===== src/rtl/booth_multiplier_seq.sv =====
// booth_multiplier_seq
// Sequential radix-2 Booth multiplier. Signed WIDTH x WIDTH operands give a
// signed 2*WIDTH-bit product. The controller FSM, iteration counter and the
// A/Y/Y-1 datapath are all in this one block.
//
// Ports:
//   clk      rising-edge clock
//   rst      synchronous, active-high reset (aborts any running operation)
//   start    request, only sampled while idle
//   x_in     multiplicand (two's complement), captured when start is accepted
//   y_in     multiplier (two's complement), captured when start is accepted
//   busy     high while iterating (ADD and SHIFT states)
//   done     one-cycle pulse when the result is ready
//   product  registered result, held until the next completion or reset
//
// Build option:
//   BOOTH_SKIP_EN  when defined, a 00/11 recode pair performs its shift in the
//                  ADD cycle itself, so SHIFT is only visited after 01/10 pairs.
module booth_multiplier_seq #(
  parameter int WIDTH = 8
) (
  input  logic               clk,
  input  logic               rst,
  input  logic               start,
  input  logic [WIDTH-1:0]   x_in,
  input  logic [WIDTH-1:0]   y_in,
  output logic               busy,
  output logic               done,
  output logic [2*WIDTH-1:0] product
);

  localparam int CNT_W = $clog2(WIDTH + 1);

  typedef enum logic [1:0] {IDLE, ADD, SHIFT, DONE} stateT;

  stateT state, nextState;

  logic signed [WIDTH-1:0]   xReg;
  logic signed [WIDTH-1:0]   yReg;
  // One guard bit so that A +/- X cannot overflow, even for X = -2^(WIDTH-1).
  logic signed [WIDTH:0]     aReg;
  logic                      ym1;
  logic [CNT_W-1:0]          cnt;

  logic [1:0]                pair;
  logic signed [WIDTH:0]     aNext;
  logic signed [2*WIDTH+1:0] shifted;
  logic                      lastIter;
  logic                      doShift;

  // Booth recode step: add, subtract or hold the sign-extended multiplicand.
  function automatic logic signed [WIDTH:0] recodeStep(
    input logic signed [WIDTH:0]   a,
    input logic signed [WIDTH-1:0] x,
    input logic [1:0]              p
  );
    logic signed [WIDTH:0] xs;
    xs = {x[WIDTH-1], x};
    case (p)
      2'b01:   return a + xs;
      2'b10:   return a - xs;
      default: return a;
    endcase
  endfunction

  // Arithmetic right shift of the concatenated {A, Y, Y-1} register.
  function automatic logic signed [2*WIDTH+1:0] asr1(
    input logic signed [2*WIDTH+1:0] v
  );
    return v >>> 1;
  endfunction

  always_comb begin
    pair     = {yReg[0], ym1};
    aNext    = recodeStep(aReg, xReg, pair);
    shifted  = asr1({aReg, yReg, ym1});
    lastIter = (cnt == CNT_W'(1));
`ifdef BOOTH_SKIP_EN
    // A 00/11 pair leaves A untouched, so its shift can happen right away.
    doShift  = (state == SHIFT) ||
               ((state == ADD) && ((pair == 2'b00) || (pair == 2'b11)));
`else
    doShift  = (state == SHIFT);
`endif
  end

  // State register
  always_ff @(posedge clk) begin
    if (rst) state <= IDLE;
    else     state <= nextState;
  end

  // Next-state and state-decoded outputs
  always_comb begin
    nextState = state;
    busy      = 1'b0;
    done      = 1'b0;
    case (state)
      IDLE: begin
        if (start) nextState = ADD;
      end
      ADD: begin
        busy = 1'b1;
        if (doShift) nextState = lastIter ? DONE : ADD;
        else         nextState = SHIFT;
      end
      SHIFT: begin
        busy      = 1'b1;
        nextState = lastIter ? DONE : ADD;
      end
      DONE: begin
        done      = 1'b1;
        nextState = IDLE;
      end
      default: nextState = IDLE;
    endcase
  end

  // Datapath: operand capture, recode add/sub, shift/count, result load
  always_ff @(posedge clk) begin
    if (rst) begin
      xReg    <= '0;
      yReg    <= '0;
      aReg    <= '0;
      ym1     <= 1'b0;
      cnt     <= '0;
      product <= '0;
    end else begin
      case (state)
        IDLE: begin
          if (start) begin
            xReg <= x_in;
            yReg <= y_in;
            aReg <= '0;
            ym1  <= 1'b0;
            cnt  <= CNT_W'(WIDTH);
          end
        end
        ADD, SHIFT: begin
          if (doShift) begin
            {aReg, yReg, ym1} <= shifted;
            cnt               <= cnt - CNT_W'(1);
            // Guard bit of A is dropped: the true product fits in 2*WIDTH bits.
            if (lastIter) product <= shifted[2*WIDTH:1];
          end else begin
            aReg <= aNext;
          end
        end
        default: ;
      endcase
    end
  end

endmodule


===== config.mk =====
export PLATFORM = sky130hd
export DESIGN_NAME = booth_multiplier_seq
export DESIGN_NICKNAME = d
export VERILOG_FILES = /design/src/rtl/booth_multiplier_seq.sv
export SDC_FILE = /design/constraint.sdc
export NUM_CORES = 1
export LEC_CHECK = 0
export ABC_CLOCK_PERIOD_IN_PS = 3200
export CORE_MARGIN = 2
export CORE_UTILIZATION = 40
export CTS_BUF_LIST = sky130_fd_sc_hd__clkbuf_4 sky130_fd_sc_hd__clkbuf_8
export DETAILED_ROUTE_END_ITERATION = 6
export GPL_TIMING_DRIVEN = 0
export SETUP_SLACK_MARGIN = 0.3
export SYNTH_ARGS = -nofsm -noshare
export SYNTH_HDL_FRONTEND = slang
export SYNTH_SLANG_ARGS = --single-unit

===== constraint.sdc =====
create_clock -name clk -period 3.2 [get_ports clk]
set_clock_uncertainty 0.2 [all_clocks]
set_input_delay 0.96 -clock clk [delete_from_list [all_inputs] [get_ports clk]]
set_output_delay 0.96 -clock clk [all_outputs]
set_load 0.1 [all_outputs]

# Word level (Yosys, flattened, before mapping)
# Index checks and enable logic that the tools add are counted.
# op_classes
order_cmp	0
bitwise_logic	0
eq_ne	11
n_mul	0
mux	18
div	0
addsub	3
reduce_logical	8
n_shift	0
# op_table
op	n
$pmux W9 S2	2
$mux W9	2
$mux W8	2
$pmux W8 S2	1
$add A9 B8 Y9	1
$reduce_and A3 Y1	3
$sub A9 B8 Y9	1
$mux W4	2
$pmux W2 S4	1
$pmux W4 S2	1
$eq A2 B2 Y1 const B	3
$eq A2 B1 Y1 const B	2
$eq A4 B1 Y1 const B	1
$mux W1	4
$mux W2	2
$ne A2 B2 Y1 const B	2
$ne A4 B1 Y1 const B	1
$reduce_and A4 Y1	1
$sub A4 B1 Y4 const B	1
$ne A3 B1 Y1 const B	1
$logic_not A2 Y1	1
$ne A2 B1 Y1 const B	1
$pmux W1 S2	1
$reduce_and A2 Y1	1
2 further kinds	2
# totals
n_memories	0
reg_bits	48
in_bits	19
out_inout_bits	18
elab_cells	48
mem_bits_ro	0
ramBits	0
latchBits	0

# Logic depth before layout (Yosys ltp)
# Gate-level depths: netlist of run 1.
# logic_depth
ltp_word	4
depth_mapped	10
depth_no_buf	10

# Worst setup path after synthesis of run 1
# Ideal clock, no wire load.
# synth_timing
kind	flip-flop to flip-flop
startpoint	register state[1]
endpoint	register aReg[7]
required_time_ps	2921
stages_incl_launch_ff	8
setup_ps	79
slack_ps	424
n_path_buf	1
arrival_time_ps	2497
period_less_slack_ps	2776
cell_sequence	dfxtp_1 inv_1 ha_1 buf_2 nand3b_1 a21o_1 or4_1 o211ai_1
# synth_between
elab_chain_len	4
word_cells_on_any_way	10
classes_between	eq/ne (4); mux (2); reduce/logical (4)
# synth_rtl
item	line_no	source
from (decl)	36	stateT state, nextState;
from (signal assigned)	90	else state <= nextState;
$eq A2 B2 Y1 / $eq A2 B1 Y1 (equally long branches)	83, 129	
$reduce_or A2 Y1 (no source line)	--	
$ne A4 B1 Y1 (no source line) / $reduce_bool A2 Y1 (equally long branches)	--	
$reduce_and A3 Y1 (no source line)	--	
to (signal assigned)	141	{aReg, yReg, ym1} <= shifted;
to (signal assigned)	146	aReg <= aNext;
to (decl)	41	logic signed [WIDTH:0] aReg;
# Parallel ways exist; a longest one is shown, timed or not. The select of a mux whose other input is x is not followed.
# A chain may end at the register's enable or synchronous reset.

# Worst setup path in the final report of run 1
# layout_timing
startpoint	register state[1]
endpoint	output busy
# layout_between
elab_chain_len	3
word_cells_on_any_way	4
classes_between	eq/ne (2); mux (1); reduce/logical (1)
# layout_rtl
item	line_no	source
$eq A2 B2 Y1 / $eq A2 B1 Y1 (equally long branches)	98	case (state)
$reduce_or A2 Y1 (no source line) (*)	--	
$mux W1 (*)	98	
to (decl)	27	output logic busy,
# Mark *: on every way between the ends. The rest lies on a longest branch, timed or not.

==> results.md, run 1 <==
Status:
- The run finished with clean final reports.

Route:
- The violation count after the first detailed-routing iteration is 96.
- The residual antenna-violating net count after detailed routing is 0.
- In the routed layout, each cell is associated on average with a via count of 5.30.
- After detailed routing, the average wire length per cell comes to 13.8 µm.
- The first-pass detailed-route iteration total is 4.
- The vias after detailed routing is 2395.
- The number of remaining DRC errors is 0.
- The routed design has 6260 µm of wire.

Clocking:
- The clock sink total is 48.
- The number of buffers between clock root and the deepest sink is 2.
- Clock-pin slew was measured on the worst setup and hold paths at 0.10 ns.
- The clock tree from TritonCTS is built.
- The clock latency of the later-clocked register in the worst-skew pair is 0.31 ns.
- The number of buffers created by CTS is 5.
- The tree is rooted in a clkbuf_8.
- The hold buffer count at cts is 0.
- The number of H-tree branching levels is 2.

GRT:
- Entering global routing, the biggest net connects 17 pins.
- The via count of the first global-routing pass is 2345.
- Global routing used 18.4% of the available tracks across all layers.
- The total overflow left after global routing is 0.
- The number of antenna violations at the first check in global routing was 0.
- The first-pass GRT wire length is 10900 µm.

Logic synthesis:
- After synthesis the cells add up to 2630 µm².
- The distinct cell type count after synthesis is 43.
- In the synthesized netlist the async set-or-reset flop fraction comes to 0%.
- The total nets after synthesis is 366.
- Yosys printed 0 warnings.
- The synthesized design contains 0 enable-type register cells.
- Sequential cells were found to cover 36.6% of the synthesized design area.
- In the synthesized netlist the dominant register cell turns out to be dfxtp_1.
- The register bit count reported by yosys is 48.
- The instance count of the mapped netlist is 331.
- After synthesis, the mean cell area works out to 7.93 µm².

Die:
- The row count is 29.
- Measured along the y axis, the die boundary spans 85.0 µm.
- The die covers 7230 µm².
- The area of the core is 6350 µm².
- Measured along the x axis, the die boundary spans 85.0 µm.
- 37 I/O pins were placed.
- For this configuration, the core starts out at a cell density of 41.4%.

Timing:
- The final worst hold slack is 0.255 ns.
- Static timing analysis puts the maximum clock frequency at 0.360 GHz.
- The headroom to the max-slew limit is 35.7%.
- The count of pins over their slew limit is 0.
- The least setup slack across all paths after layout is 0.419 ns.
- Setup repair after global routing could not meet its margin everywhere.
- The number of setup violations in the final report is 0.
- The final hold violation count is 0.
- The final critical delay including setup and external delays is 2.78 ns.
- The final clock period utilization by the worst path is 86.9%.
- The total negative setup slack is 0 ns.
- The transition time at the pin with the least slew margin is 0.969 ns.

Final layout:
- The share of cells above drive strength 1 is 5.87%.
- The repair_antennas step left the layout with diodes totalling 0.
- The utilization of the core after routing is 50.0%.
- The number of nets in the layout is 409.
- Leaving out fill and tap cells, the most frequent cell in the layout is nand2_1.
- The area growth from synthesis to layout is 20.9%.
- The library cells used most frequently in the layout, excluding fill and tap cells, are nand2_1 (54), dfxtp_1 (47), a21oi_1 (39), nor2_1 (30), clkdlybuf4s50_1 (17).

Worst hold path:
- The worst hold path terminates at product[0].
- The worst hold path startpoint is product[0].
- The path class of the tightest hold or removal check is reg2reg.
- The worst hold path depth is 2.

Critical path:
- The critical path is of the reg2out type.
- On the worst path, the slowest cell contributes a delay of 0.45 ns.
- The worst-path maximum fanout is 6.
- The worst-path cell with the longest stage delay is buf_2.
- The startpoint identified for the worst register-to-register timing path is yReg[0].
- Traced cell by cell, the critical path runs through inv_1 -> ha_1 -> buf_2.
- The number of cells on the worst reg-to-reg path is 9.
- The worst setup path is launched from a flip-flop.
- The family with the most delay on the worst path is buffers and inverters.
- The critical path arrival is 1.62 ns.
- For flop-to-flop paths, the worst setup slack is 0.43 ns.
- Data on the critical path is required at its endpoint by 2.04 ns.
- The worst register-to-register path ends at aReg[8].
- The buffering stage count on the worst path with inverters included is 2.
- The endpoint type of the worst setup path is an output pin.

Flow run:
- The max-cap violation count is 0.

Power and ir drop:
- The reported leakage power is 0.00125 µW.
- Across the VDD grid, the largest voltage drop is 469 µV.
- The completed layout was analyzed and its total power is 2450 µW.
- The power density relative to cell area is 772 nW/µm².

Placement:
- OpenSTA, run right after detailed placement, puts the worst setup slack at 0.0688 ns.
- The half-perimeter wire length after placement is 4830 µm.
- The routability congestion estimate is 0.797.
- Port buffering added 35 buffers.
[report_power, final]
part,switching (µW),total (µW),internal [µW]
Combinational,699,1190,494
Clock,223,459,236
Sequential,101,799,698
[sequential cells by signal, summed over array words and instances (netlist names)]
signal   count
cnt          4
aReg         9
yReg         8
state        2
product     16
ym1          1
xReg         8
[worst reg2reg max path: stages (launching register included)]
cell and delay [ns]:
dfxtp_2 0.38, nor2b_1 0.15, buf_4 0.17, mux2_2 0.37
fa_2 0.39, nor2b_2 0.14, o31a_1 0.20, o22ai_1 0.10
xnor2_1 0.23, mux2_1 0.34
[cell usage after synthesis, drive strengths merged (4+ instances only)]
master / n / area share (%)
a211oi: 12 / 3.4
a21oi: 39 / 7.4
a22oi: 4 / 1.1
buf: 4 / 0.95
clkbuf: 14 / 2.0
dfxtp: 48 / 37
ha: 15 / 7.1
inv: 12 / 1.7
mux2i: 8 / 3.0
nand2: 54 / 7.7
nand2b: 5 / 1.2
nand3: 13 / 2.5
nor2: 30 / 4.3
nor2b: 4 / 0.95
nor3: 8 / 1.7
o21ai: 12 / 2.3
or4: 5 / 1.4
xnor2: 8 / 2.7
[logic make-up after synthesis]
| logic type | Yosys count | synth area share, % |
|---|---|---|
| simple gates | 133 | 24.0 |
| compound gates | 83 | 19.3 |
| xor+xnor | 11 | 3.67 |
| flops | 48 | 36.6 |
| buf+inv | 30 | 4.67 |
| fa+ha+maj | 16 | 7.91 |
| mux | 10 | 3.91 |
[repair_timing]
action                                  CTS  global route
pin swaps                                 2             1
endpoints found under the hold margin     0             0
gates resized for setup                  26             7
endpoints found under the setup margin   21             4
buffers inserted                          1             0
[layer usage]
layer / vias up / track usage [%] / wire, µm
met5: - / 0 / 0
met4: 0 / 5.05 / 57
met3: 4 / 2.63 / 172
met2: 31 / 29.8 / 2820
met1: 1112 / 25.8 / 3210
li1: 1248 / - / -
[cell type report]
type                       instances  area [µm²]
fill                             656        3170
buffer                            18        81.3
clock buffer                       5        68.8
timing repair buffer              36         328
sequential                        48         962
tap                               77        96.3
clock inverter                     3        46.3
inverter                          12        45.0
multi-input combinational        253        1550
[worst max path at each step]
stage                     startpoint      end  slack [ns]  cells past startpoint
after floorplan             state[1]  aReg[7]        0.42                      7
after global placement      state[1]     busy        0.07                      3
after detailed placement    state[1]     busy        0.07                      3
after CTS                   state[1]     busy        0.29                      3
after global routing         yReg[0]  aReg[8]        0.26                      9
final                       state[1]     busy        0.42                      3
[per-stage QoR]
| stage | cell area [µm²] | instances |
|---|---|---|
| after floorplan | 2630 | 331 |
| after global placement | 3070 | 443 |
| after detailed placement | 3070 | 443 |
| after CTS | 3190 | 452 |
| after global routing | 3180 | 452 |
| final | 3180 | 452 |
(Power assumes the default switching activity.)
==> inputs of run 2 (changes only) <==
--- a/config.mk
+++ b/config.mk
@@ -6,6 +6,7 @@
 export NUM_CORES = 1
 export LEC_CHECK = 0
 export ABC_CLOCK_PERIOD_IN_PS = 3200
+export CORE_ASPECT_RATIO = 2
 export CORE_MARGIN = 2
 export CORE_UTILIZATION = 40
 export CTS_BUF_LIST = sky130_fd_sc_hd__clkbuf_4 sky130_fd_sc_hd__clkbuf_8
==> run 2 against run 1 <==
Compared with the run above:
- sequential cell count unchanged
- critical endpoint is now aReg[8]
- sequential share of layout area up 0.051 points
- critical path depth up 6
- count of clock-buffer cells in the layout up 2
- core utilization up 0.30 points
- total power down 1.6%
- global-route usage up 1.6 points
- setup slack worse by 0.042 ns
==> results.md, run 2 (synthesized netlist as in run 1, its figures left out) <==
Route:
- The violation count after the first detailed-routing iteration came to 83 (was 96).
- The routed wire length was 6670 µm (was 6260 µm).
- The per-cell routed wire length is 14.5 µm (was 13.8 µm).
- The residual antenna-violating net count after detailed routing is 0 (unchanged).
- The post-detailed-route via-to-cell ratio is 5.27 (was 5.30).
- The vias after detailed routing is 2428 (was 2395).
- The first-pass detailed-route iteration total is 4 (unchanged).
- The number of remaining DRC errors is 0 (unchanged).

Final layout:
- The number of nets in the layout came to 409 (unchanged).
- The area growth from synthesis to layout is 20.9% (about the same).
- The most common cell after layout, fill and taps aside is nand2_1 (unchanged).
- The final-layout fill cell count was 677 (was 656).
- The flip-flop count of the largest register, all copies and words added is 16 (unchanged).
- The share of cells above drive strength 1 is 6.40% (was 5.87%).
- Registers with the highest flip-flop counts: product (16), aReg (9) (unchanged).
- The final cell area excluding filler cells is 3170 µm² (was 3180 µm²).
- Highest-count cells in the layout ignoring fill and taps: nand2_1 (54), dfxtp_1 (46), a21oi_1 (38), nor2_1 (30), clkdlybuf4s50_1 (17) (was nand2_1 (54), dfxtp_1 (47), a21oi_1 (39), nor2_1 (30), clkdlybuf4s50_1 (17)).
- The register containing the most flip-flops in the final layout is product (unchanged).
- The final antenna diode count is 0 (unchanged).

Critical path:
- The family with the most delay on the worst path is multiplexers (was buffers and inverters).
- The worst-path maximum fanout is 9 (was 6).
- The critical path data required time came to 3.20 ns (was 2.04 ns).
- Crit-path cells: nor2b_1 -> clkbuf_4 -> mux2_2 -> fa_2 -> nor2b_2 -> o31a_1 -> o22ai_1 -> xnor2_1 -> mux2_1 (was inv_1 -> ha_1 -> buf_2).
- The buffering stage count on the worst path with inverters included came to 1 (was 2).
- The worst-path cell with the longest stage delay is fa_2 (was buf_2).
- The critical path arrival came to 2.82 ns (was 1.62 ns).
- The endpoint type of the worst setup path is a flip-flop (was output pin).
- The maximum single-stage delay on the critical path is 0.40 ns (was 0.45 ns).
- The nature of the critical path startpoint is a flip-flop (unchanged).
- The category of the most critical setup path is reg2reg (was reg2out).

Power and ir drop:
- The maximum resistive drop on vdd was 373 µV (was 469 µV).
- The power density relative to cell area is 760 nW/µm² (was 772 nW/µm²).
- The post-layout total power came to 2410 µW (was 2450 µW).
- The reported leakage power is 0.00124 µW (was 0.00125 µW).

GRT:
- The global-route total usage across every layer is 20.1% (was 18.4%).
- The pin count of the biggest net entering global routing is 15 (was 17).
- The first-pass GRT wire length came to 10900 µm (about the same).
- The global-route congestion overflow total is 0 (unchanged).
- The met1 usage in global routing is 18.8% (was 25.8%).
- The met2 usage is 39.2% (was 29.8%).
- The most crowded layer after global routing is met2 (unchanged).
- The number of antenna violations at the first check in global routing was 0 (unchanged).
- The global routing usage on met3 came to 3.39% (was 2.63%).
- The via count of the first global-routing pass came to 2404 (was 2345).

Die:
- The area of the die came to 7270 µm² (was 7230 µm²).
- The area of the core was 6310 µm² (was 6350 µm²).
- The width of the chip came to 61.3 µm (was 85.0 µm).
- The die outline height is 119 µm (was 85.0 µm).
- The number of ports placed on the die boundary is 37 (unchanged).
- The row count is 41 (was 29).
- The effective utilization at floorplan is 41.6% (was 41.4%).

Timing:
- The least setup slack across all paths after layout is 0.377 ns (was 0.419 ns).
- The number of setup violations in the final report was 0 (unchanged).
- The headroom to the max-slew limit is 35.6% (was 35.7%).
- The count of pins over their slew limit is 0 (unchanged).
- The final hold violation count is 0 (unchanged).
- The final worst hold slack is 0.252 ns (was 0.255 ns).
- The final critical delay including setup and external delays is 2.82 ns (was 2.78 ns).
- The final clock period utilization by the worst path is 88.2% (was 86.9%).
- RSZ-0062 raised after global routing: yes (unchanged).
- The transition time at the pin with the least slew margin was 0.970 ns (was 0.969 ns).
- The highest achievable clock rate is 0.354 GHz (was 0.360 GHz).
- The total negative setup slack was 0 ns (unchanged).

Clocking:
- The clock root buffer master is clkbuf_8 (unchanged).
- The number of buffers created by CTS is 5 (unchanged).
- The number of buffers between clock root and the deepest sink is 2 (unchanged).
- The number of H-tree branching levels came to 2 (unchanged).
- The clock sink total is 48 (unchanged).
- The hold buffer count at cts is 0 (unchanged).
- The clock-pin slew on the worst setup and hold paths came to 0.08 ns (was 0.10 ns).
- The clock tree from TritonCTS is built (unchanged).
- The clock latency of the later-clocked register in the worst-skew pair is 0.31 ns (about the same).

Placement:
- The half-perimeter wire length after placement is 5280 µm (was 4830 µm).
- The routability congestion estimate is 0.901 (was 0.797).
- The setup slack after placement is 0.0456 ns (was 0.0688 ns).
- The total of buffers placed on input and output ports was 35 (unchanged).
- The cell area after placement came to 3080 µm² (was 3070 µm²).

Flow run:
- The max-cap violation count came to 0 (unchanged).

Status:
- Outcome: finished, final reports clean (unchanged).

Worst hold path:
- The class of the worst hold path was reg2reg (unchanged).
run 2: area by class of cell:
class	count	area (µm²)	share of cell area, %
sequential	48	963	30.4
tap	86	108	3.39
multi-input combinational	253	1550	48.9
buffer	18	81.3	2.56
clock inverter	1	7.51	0.237
inverter	12	45.0	1.42
timing repair buffer	36	328	10.3
clock buffer	7	90.1	2.84
run 2: routing by layer:
metal / wire length, µm / share of wire [%] / vias to the layer above
met2: 3970 / 60 / 49
met3: 176 / 2.6 / 13
li1: - / - / 1236
met1: 2370 / 35 / 1130
met5: 0 / 0 / -
met4: 152 / 2.3 / 0
run 2: timing repair:
| item | CTS | global route |
|---|---|---|
| buffers inserted | 1 | 0 |
| setup endpoints to repair | 22 | 5 |
| endpoints found under the hold margin | 0 | 0 |
| pin swaps | 2 | 2 |
| resized for setup | 28 | 6 |
run 2: stage by stage:
stage	utilization [%]	instances
6_report	50.3	461
5_1_grt	50.3	461
4_1_cts	50.4	461
3_5_place_dp	48.9	452
3_3_place_gp	48.9	452
2_1_floorplan	-	331
run 2: worst paths after layout:
path / startpoint / cells past startpoint / slack [ns] / endpoint
worst max-delay path: yReg[0] / 9 / 0.38 / aReg[8]
worst min-delay path: product[0] / 2 / 0.25 / product[0]
worst max register to register: yReg[0] / 9 / 0.38 / aReg[8]
worst min register to register: product[0] / 2 / 0.25 / product[0]
run 2: where the power goes:
group          switching, µW  leakage [µW]  internal [µW]
clock network            208     0.0000479            184
registers               95.7      0.000392            698
logic                    728      0.000800            498
total                   1030       0.00124           1380
run 2: worst register-to-register path, stage by stage (launching register included):
cell      delay, ns
dfxtp_2        0.37
nor2b_1        0.15
clkbuf_4       0.21
mux2_2         0.39
fa_2           0.40
nor2b_2        0.15
o31a_1         0.21
o22ai_1        0.10
xnor2_1        0.22
mux2_1         0.33
